## src/rtl/sram_port_arbiter.sv

```systemverilog
// sram_port_arbiter: fixed-priority 2:1 merge of inst/data sram-like ports onto one memory port
module sram_port_arbiter #(
  parameter int TAG_DEPTH = 4
) (
  input  logic        clk,
  input  logic        reset,
  input  logic        inst_sram_req,
  input  logic        inst_sram_wr,
  input  logic [1:0]  inst_sram_size,
  input  logic [31:0] inst_sram_addr,
  input  logic [3:0]  inst_sram_wstrb,
  input  logic [31:0] inst_sram_wdata,
  output logic        inst_sram_addr_ok,
  output logic        inst_sram_data_ok,
  output logic [31:0] inst_sram_rdata,
  input  logic        data_sram_req,
  input  logic        data_sram_wr,
  input  logic [1:0]  data_sram_size,
  input  logic [31:0] data_sram_addr,
  input  logic [3:0]  data_sram_wstrb,
  input  logic [31:0] data_sram_wdata,
  output logic        data_sram_addr_ok,
  output logic        data_sram_data_ok,
  output logic [31:0] data_sram_rdata,
  output logic        mem_req,
  output logic        mem_wr,
  output logic [1:0]  mem_size,
  output logic [31:0] mem_addr,
  output logic [3:0]  mem_wstrb,
  output logic [31:0] mem_wdata,
  input  logic        mem_addr_ok,
  input  logic        mem_data_ok,
  input  logic [31:0] mem_rdata
);
  localparam int AW = $clog2(TAG_DEPTH);
  logic                 lock_valid, lock_sel, sel, full, push, pop, head;
  logic [TAG_DEPTH-1:0] tags;
  logic [AW-1:0]        wr_ptr, rd_ptr;
  logic [AW:0]          count;
  always_comb begin
    // a locked master keeps the port only while it still requests; otherwise data wins (also when idle)
    sel = (lock_valid && (lock_sel ? data_sram_req : inst_sram_req)) ? lock_sel : (data_sram_req | ~inst_sram_req);
    full = count == (AW+1)'(TAG_DEPTH);
    mem_req = ~reset & ~full & (sel ? data_sram_req : inst_sram_req);
    mem_wr = sel ? data_sram_wr : inst_sram_wr;
    mem_size = sel ? data_sram_size : inst_sram_size;
    mem_addr = sel ? data_sram_addr : inst_sram_addr;
    mem_wstrb = sel ? data_sram_wstrb : inst_sram_wstrb;
    mem_wdata = sel ? data_sram_wdata : inst_sram_wdata;
    push = mem_req & mem_addr_ok;
    pop = ~reset & mem_data_ok & (count != '0);
    head = tags[rd_ptr];
    data_sram_addr_ok = push & sel;
    inst_sram_addr_ok = push & ~sel;
    data_sram_data_ok = pop & head;
    inst_sram_data_ok = pop & ~head;
    inst_sram_rdata = mem_rdata;
    data_sram_rdata = mem_rdata;
  end
  always_ff @(posedge clk) begin
    if (reset) begin
      lock_valid <= 1'b0;
      lock_sel <= 1'b0;
      wr_ptr <= '0;
      rd_ptr <= '0;
      count <= '0;
    end else begin
      lock_valid <= mem_req & ~mem_addr_ok;
      lock_sel <= sel;
      if (push) wr_ptr <= wr_ptr + 1'b1;
      if (pop) rd_ptr <= rd_ptr + 1'b1;
      count <= count + {{AW{1'b0}}, push} - {{AW{1'b0}}, pop};
    end
  end
  always_ff @(posedge clk)
    if (push) tags[wr_ptr] <= sel;
endmodule

```

## config.mk

```make
export PLATFORM = sky130hd
export DESIGN_NAME = sram_port_arbiter
export DESIGN_NICKNAME = d
export VERILOG_FILES = /design/src/rtl/sram_port_arbiter.sv
export SDC_FILE = /design/constraint.sdc
export NUM_CORES = 1
export LEC_CHECK = 0
export BUFFER_PORTS_ARGS = -buffer_cell sky130_fd_sc_hd__buf_2
export CAP_MARGIN = 30
export CORE_AREA = 5 5 120 122
export CTS_CLUSTER_SIZE = 16
export DETAILED_ROUTE_END_ITERATION = 6
export DIE_AREA = 0 0 125 127
export REMOVE_ABC_BUFFERS = 1
export SETUP_SLACK_MARGIN = 0.4
export SYNTH_ARGS = -nofsm -noshare
export SYNTH_HDL_FRONTEND = slang
export SYNTH_SLANG_ARGS = --single-unit
```

## constraint.sdc

```tcl
create_clock -name clk -period 2.4 [get_ports clk]
set_clock_uncertainty 0.15 [all_clocks]
set_input_delay 0 -clock clk [delete_from_list [all_inputs] [get_ports clk]]
set_output_delay 0 -clock clk [all_outputs]
set_load 0.02 [all_outputs]
```

Word level (Yosys, flattened, before mapping):

Cells that the tools add are included.

* flip-flop bits (word level): 13
* latch bits: 0
* bits in writable memories: 0
* memory bits (read-only): 0
* bits of input ports: 180
* memories: 0

* $add $sub $neg: 4
* multiply operators: 0
* div/mod/pow operators: 0
* $lt $le $gt $ge: 3
* eq/ne operators: 1
* shift-type cells: 0
* multiplexer cells: 13
* bitwise logic cells: 17
* reductions and logical operators: 3

Operators with widths (count)
* 32-bit 2-to-1 mux: 2
* 1-bit bitwise AND: 10
* 2-bit by 3-bit < comparator with 1-bit output, second input constant: 2
* 1-bit 2-to-1 mux: 6
* 1-bit NOT: 6
* 2-bit by 1-bit adder with 2-bit output, second input constant: 2
* 4-bit bitwise mux: 1
* 4-bit 2-to-1 mux: 1
* 3-bit by 1-bit adder with 3-bit output: 1
* 3-bit equality test, second input constant: 1
* 3-bit nonzero test: 1
* 3-bit by 1-bit subtractor with 3-bit output: 1
* 1-bit binary-select mux with 2-bit select: 1
* 1-bit demux with 2-bit select: 1
* 2-bit by 1-bit greater-or-equal comparator with 1-bit output, second input constant: 1
* 1-bit logical AND: 2
* 2-bit 2-to-1 mux: 1
* 1-bit bitwise OR: 1

Logic depth before layout (Yosys ltp):

* word-level depth: 8
* mapped depth: 10

Worst setup path after synthesis:

Ideal clock, no wire load.

* path kind: flip-flop to flip-flop
* start: register count[1]
* end: register count[2]
* data arrival time: 2104 ps
* data required time: 2132 ps
* path slack: 28 ps
* cell stages (with the launch flop): 11
* path buffers: 0
* period minus slack after synthesis: 2372 ps
* cells stage by stage: dfxtp_1 -> or3_1 -> nand3b_1 -> inv_1 -> ha_1 -> inv_1 -> ha_1 -> fa_1 -> xnor2_1 -> xnor2_1 -> nor2_1

* elaborated cells on any way between the ends: 9
* classes of those cells: 2 x add/sub; 1 x eq/ne; 5 x bitwise; 1 x reduce/logical

RTL lines
* from (decl): line 39 `logic [AW:0] count;`
* from (signal assigned): line 72 `count <= count + {{AW{1'b0}}, push} - {{AW{1'b0}}, pop};`
* 3-bit nonzero test: line 51 `pop = ~reset & mem_data_ok & (count != '0);`
* 1-bit bitwise AND: line 51
* via pop: line 36 `logic lock_valid, lock_sel, sel, full, push, pop, head;`
* 3-bit by 1-bit subtractor with 3-bit output: line 72

The timed path passes the listed nets, and every way through them passes these cells.
A chain may end at the register's enable or synchronous reset.

Worst setup path in the final report:

* start: register count[0]
* end: register count[2]

The elaborated chain is that of the path after synthesis.

==> impl_results.html <==
<table>
<tr><th>Metric</th><th>Value</th></tr>
<tr><th colspan="2">Route</th></tr>
<tr><td>Final antenna-violating net count</td><td>0</td></tr>
<tr><td>First-iteration detailed-routing DRC count</td><td>46</td></tr>
<tr><td>DRT Wirelength</td><td>roughly 13 mm</td></tr>
<tr><td>Average via count per standard cell</td><td>between 3 and 4</td></tr>
<tr><td>Number of DRC violations after detailed routing</td><td>0</td></tr>
<tr><td>Via total after detailed routing</td><td>2312</td></tr>
<tr><td>Pre-antenna DRT Iters</td><td>4</td></tr>
<tr><td>Wire per inst</td><td>22.6 um</td></tr>
<tr><th colspan="2">Synthesis</th></tr>
<tr><td>Avg Synthesized Cell Area</td><td>9.82 um^2</td></tr>
<tr><td>Number of enable-type register cells in the synthesized netlist</td><td>4</td></tr>
<tr><td>Predominant post-synthesis flop cell</td><td>sky130_fd_sc_hd__dfxtp_1</td></tr>
<tr><td>Post-synthesis register bit count</td><td>13</td></tr>
<tr><td>Ys Warns</td><td>0</td></tr>
<tr><td>Share of synthesized area occupied by flip-flops and latches</td><td>between 10 and 15%</td></tr>
<tr><td>Number of instances in the synthesized netlist</td><td>between 200 and 250</td></tr>
<tr><td>Top area cells in the synthesized netlist</td><td>sky130_fd_sc_hd__buf_4, sky130_fd_sc_hd__mux2_1, sky130_fd_sc_hd__mux2_2</td></tr>
<tr><td>Synth async-reset ratio</td><td>0%</td></tr>
<tr><td>Distinct cell type count after synthesis</td><td>29</td></tr>
<tr><td>Post-synthesis cell type with the largest combined area</td><td>sky130_fd_sc_hd__buf_4</td></tr>
<tr><td>Share of Yosys cell area claimed by the top area cell type</td><td>25.8%</td></tr>
<tr><td>Post-synthesis instance area</td><td>0.00203 mm^2</td></tr>
<tr><th colspan="2">GRT</th></tr>
<tr><td>Vias in the first global route</td><td>about 2500</td></tr>
<tr><td>Largest net degree at the start of global routing</td><td>between 40 and 50</td></tr>
<tr><td>Total overflow reported by the global router</td><td>0</td></tr>
<tr><td>Total routing usage reported by global routing</td><td>roughly 16%</td></tr>
<tr><td>Initial antenna violation count</td><td>4</td></tr>
<tr><td>Wire length of the first global-routing pass</td><td>17.9 mm</td></tr>
<tr><th colspan="2">Final layout</th></tr>
<tr><td>Layout filler cell count</td><td>1409</td></tr>
<tr><td>Area of the multi-input gates</td><td>0.00118 mm^2</td></tr>
<tr><td>Synth-to-Final Area Change</td><td>72.4%</td></tr>
<tr><td>Area of all sequential standard cells</td><td>307 um^2</td></tr>
<tr><td>Post-layout nets</td><td>601</td></tr>
<tr><td>Final cell utilization of the core</td><td>26.8%</td></tr>
<tr><td>Fraction of layout cells with a size suffix above 1</td><td>68.0%</td></tr>
<tr><th colspan="2">Placement</th></tr>
<tr><td>Routability congestion estimate from global placement</td><td>0.851</td></tr>
<tr><td>Half-perimeter wire length after placement</td><td>12.1 mm</td></tr>
<tr><td>Number of buffers added on ports</td><td>223</td></tr>
<tr><th colspan="2">Status</th></tr>
<tr><td>Outcome</td><td>complete, but fails checks</td></tr>
<tr><td>Violations in the final reports</td><td>hold timing</td></tr>
<tr><th colspan="2">Flow run</th></tr>
<tr><td># Max-Cap Violations</td><td>0</td></tr>
<tr><th colspan="2">Worst setup path</th></tr>
<tr><td>Register-to-Register Path Depth</td><td>10</td></tr>
<tr><td>Highest net fanout along the worst path</td><td>2</td></tr>
<tr><td>Startpoint of the worst register-to-register path</td><td>count[0]</td></tr>
<tr><td>Endpoint class of the critical path</td><td>flop</td></tr>
<tr><td>Crit. Startpoint</td><td>count[0]</td></tr>
<tr><td>Crit path DAT</td><td>2.24 ns</td></tr>
<tr><td>Kind of start point of the critical path</td><td>flop</td></tr>
<tr><td>Worst Path Class, Setup</td><td>flop to flop</td></tr>
<tr><td>CP Data Required Time</td><td>2.38 ns</td></tr>
<tr><th colspan="2">Clocking</th></tr>
<tr><td>Buffer type at the clock tree root</td><td>sky130_fd_sc_hd__clkbuf_16</td></tr>
<tr><td>Clock tree buffer depth</td><td>2</td></tr>
<tr><td>CTS tree</td><td>done</td></tr>
<tr><td>Number of clock buffers inserted by TritonCTS</td><td>3</td></tr>
<tr><td>CTS HTree Levels</td><td>1</td></tr>
<tr><td># hold bufs at CTS</td><td>35</td></tr>
<tr><td>Clock edge transition at the registers on the reported setup and hold paths</td><td>around 0.04 ns</td></tr>
<tr><td>TritonCTS Sinks</td><td>13</td></tr>
<tr><td>Clock network latency to the later pin of the worst-skew pair</td><td>0.24 ns</td></tr>
<tr><th colspan="2">Pwr</th></tr>
<tr><td>Pleak</td><td>1.75 nW</td></tr>
<tr><td>Overall power after layout</td><td>1.69 mW</td></tr>
<tr><td>Total power per unit cell area</td><td>482 mW/mm^2</td></tr>
<tr><td>VDD IR max</td><td>about 0.26 mV</td></tr>
<tr><th colspan="2">Timing</th></tr>
<tr><td>Worst-Margin Slew</td><td>approximately 0.77 ns</td></tr>
<tr><td>Final setup violating endpoints</td><td>0</td></tr>
<tr><td>Post-layout minimum cycle time</td><td>2.27 ns</td></tr>
<tr><td>RSZ-0062 raised after global routing</td><td>true</td></tr>
<tr><td>Fraction of the cycle the final worst path needs</td><td>94.5%</td></tr>
<tr><td>Final worst hold slack</td><td>-0.0711 ns</td></tr>
<tr><td>Relative slew slack</td><td>48.7%</td></tr>
<tr><td>Peak Freq</td><td>441 MHz</td></tr>
<tr><td>Count of endpoints failing hold in the final timing report</td><td>4</td></tr>
<tr><td>Max-slew violation count</td><td>0</td></tr>
<tr><th colspan="2">Worst hold path</th></tr>
<tr><td>Min-Delay Startpoint</td><td>reset</td></tr>
<tr><td>Number of stages on the worst hold path</td><td>2</td></tr>
<tr><td>Path class of the lowest-slack min-delay path</td><td>input pin to flop</td></tr>
<tr><th colspan="2">Die</th></tr>
<tr><td>Number of rows created at floorplan</td><td>42</td></tr>
<tr><td>Total Die Area</td><td>0.0159 mm^2</td></tr>
<tr><td>Placeable core region</td><td>0.0131 mm^2</td></tr>
<tr><td>Effective utilization at floorplan</td><td>15.5%</td></tr>
<tr><td>Horizontal extent of the die</td><td>125 um</td></tr>
<tr><td>Die span in y</td><td>127 um</td></tr>
<tr><td>Total I/O pin count</td><td>320</td></tr>
</table>
final timing paths:
path | end | slack [ns]
min | count[2] | -0.07
min reg2reg | rd_ptr[1] | 0.35
max reg2reg | count[2] | 0.13
max | count[2] | 0.13
cells by family after synthesis:
family,count (synthesis),synth area share (%)
buf+inv,84,29.0
mux,73,40.9
simple gates,21,6.28
flops,13,14.8
compound gates,7,3.51
fa+ha+maj,7,4.68
xor+xnor,2,0.862
layout by cell type, fill, tap and decap left out, types with 3 or more instances in the layout:
cell type	count
sky130_fd_sc_hd__buf_2	221
sky130_fd_sc_hd__mux2_1	46
sky130_fd_sc_hd__dlygate4sd3_1	35
sky130_fd_sc_hd__mux2_2	25
sky130_fd_sc_hd__buf_6	11
sky130_fd_sc_hd__inv_1	10
sky130_fd_sc_hd__buf_4	7
sky130_fd_sc_hd__and2_1	6
sky130_fd_sc_hd__dfxtp_1	6
sky130_fd_sc_hd__nor2b_1	5
sky130_fd_sc_hd__ha_1	5
sky130_fd_sc_hd__edfxtp_1	4
sky130_fd_sc_hd__clkbuf_16	3
synth_stat cells (2+ instances only):
library cell               instances
sky130_fd_sc_hd__dfxtp_1           9
sky130_fd_sc_hd__buf_2             3
sky130_fd_sc_hd__inv_1            10
sky130_fd_sc_hd__nor2_1            3
sky130_fd_sc_hd__edfxtp_1          4
sky130_fd_sc_hd__nand2b_1          2
sky130_fd_sc_hd__ha_1              6
sky130_fd_sc_hd__mux2_1           46
sky130_fd_sc_hd__xnor2_1           2
sky130_fd_sc_hd__buf_4            70
sky130_fd_sc_hd__nor2b_1           5
sky130_fd_sc_hd__and2_1            6
sky130_fd_sc_hd__mux2_2           25
final cells by class:
class	instances	area share, %
multi-input cells	110	33.8
inverters	10	1.07
well taps	176	6.28
repair buffers	276	47.7
diodes	2	0.143
clock buffers	4	2.25
flip-flops and latches	13	8.74
through the flow:
step	setup slack [ns]	cell area, um^2	std cells	setup TNS [ns]	hold WS [ns]
after floorplan	-2.50	1480	133	-184.76	-0.150
after global placement	0.0686	2890	538	0	-0.149
after detailed placement	0.0480	2890	538	0	-0.149
after CTS	0.0666	3410	586	0	-0.0644
after global routing	0.00682	3500	589	0	-0.0569
final	0.132	3510	591	0	-0.0711
repair_timing:
action	CTS	global route
buffers inserted	9	3
resized for setup	7	21
hold endpoints to repair	72	4
pin swaps	5	6
endpoints found under the setup margin	32	29
metal layers:
layer / part of all wire [%] / track usage (%) / up-vias / routed length (um)
met3: 19 / 13.1 / 13 / 2510
li1: - / - / 1051 / -
met5: 0.20 / 0 / - / 27
met4: 0.75 / 1.47 / 4 / 100
met2: 40 / 22.2 / 195 / 5370
met1: 40 / 19.3 / 1049 / 5370
worst max-delay path: stages, from the launching register on:
cell and delay [ns]:
sky130_fd_sc_hd__dfxtp_2 0.31, sky130_fd_sc_hd__or3_4 0.38, sky130_fd_sc_hd__nand3b_1 0.12, sky130_fd_sc_hd__inv_1 0.05, sky130_fd_sc_hd__ha_1 0.26, sky130_fd_sc_hd__inv_1 0.04
sky130_fd_sc_hd__ha_2 0.17, sky130_fd_sc_hd__fa_2 0.36, sky130_fd_sc_hd__xnor2_2 0.15, sky130_fd_sc_hd__xnor2_1 0.13, sky130_fd_sc_hd__nor2_1 0.05
power by group:
part	internal, mW	switching (mW)	leakage [nW]
clock network	0.224	0.0895	0.0382
logic	0.496	0.585	1.60
registers	0.269	0.0256	0.111
sequential cells by signal, indices dropped and copies added, names as in the netlist:
| register | flops |
|---|---|
| tags | 4 |
| count | 3 |
| rd_ptr | 2 |
| wr_ptr | 2 |
| lock_sel | 1 |
| lock_valid | 1 |
Power figures use the tool's default switching activity.
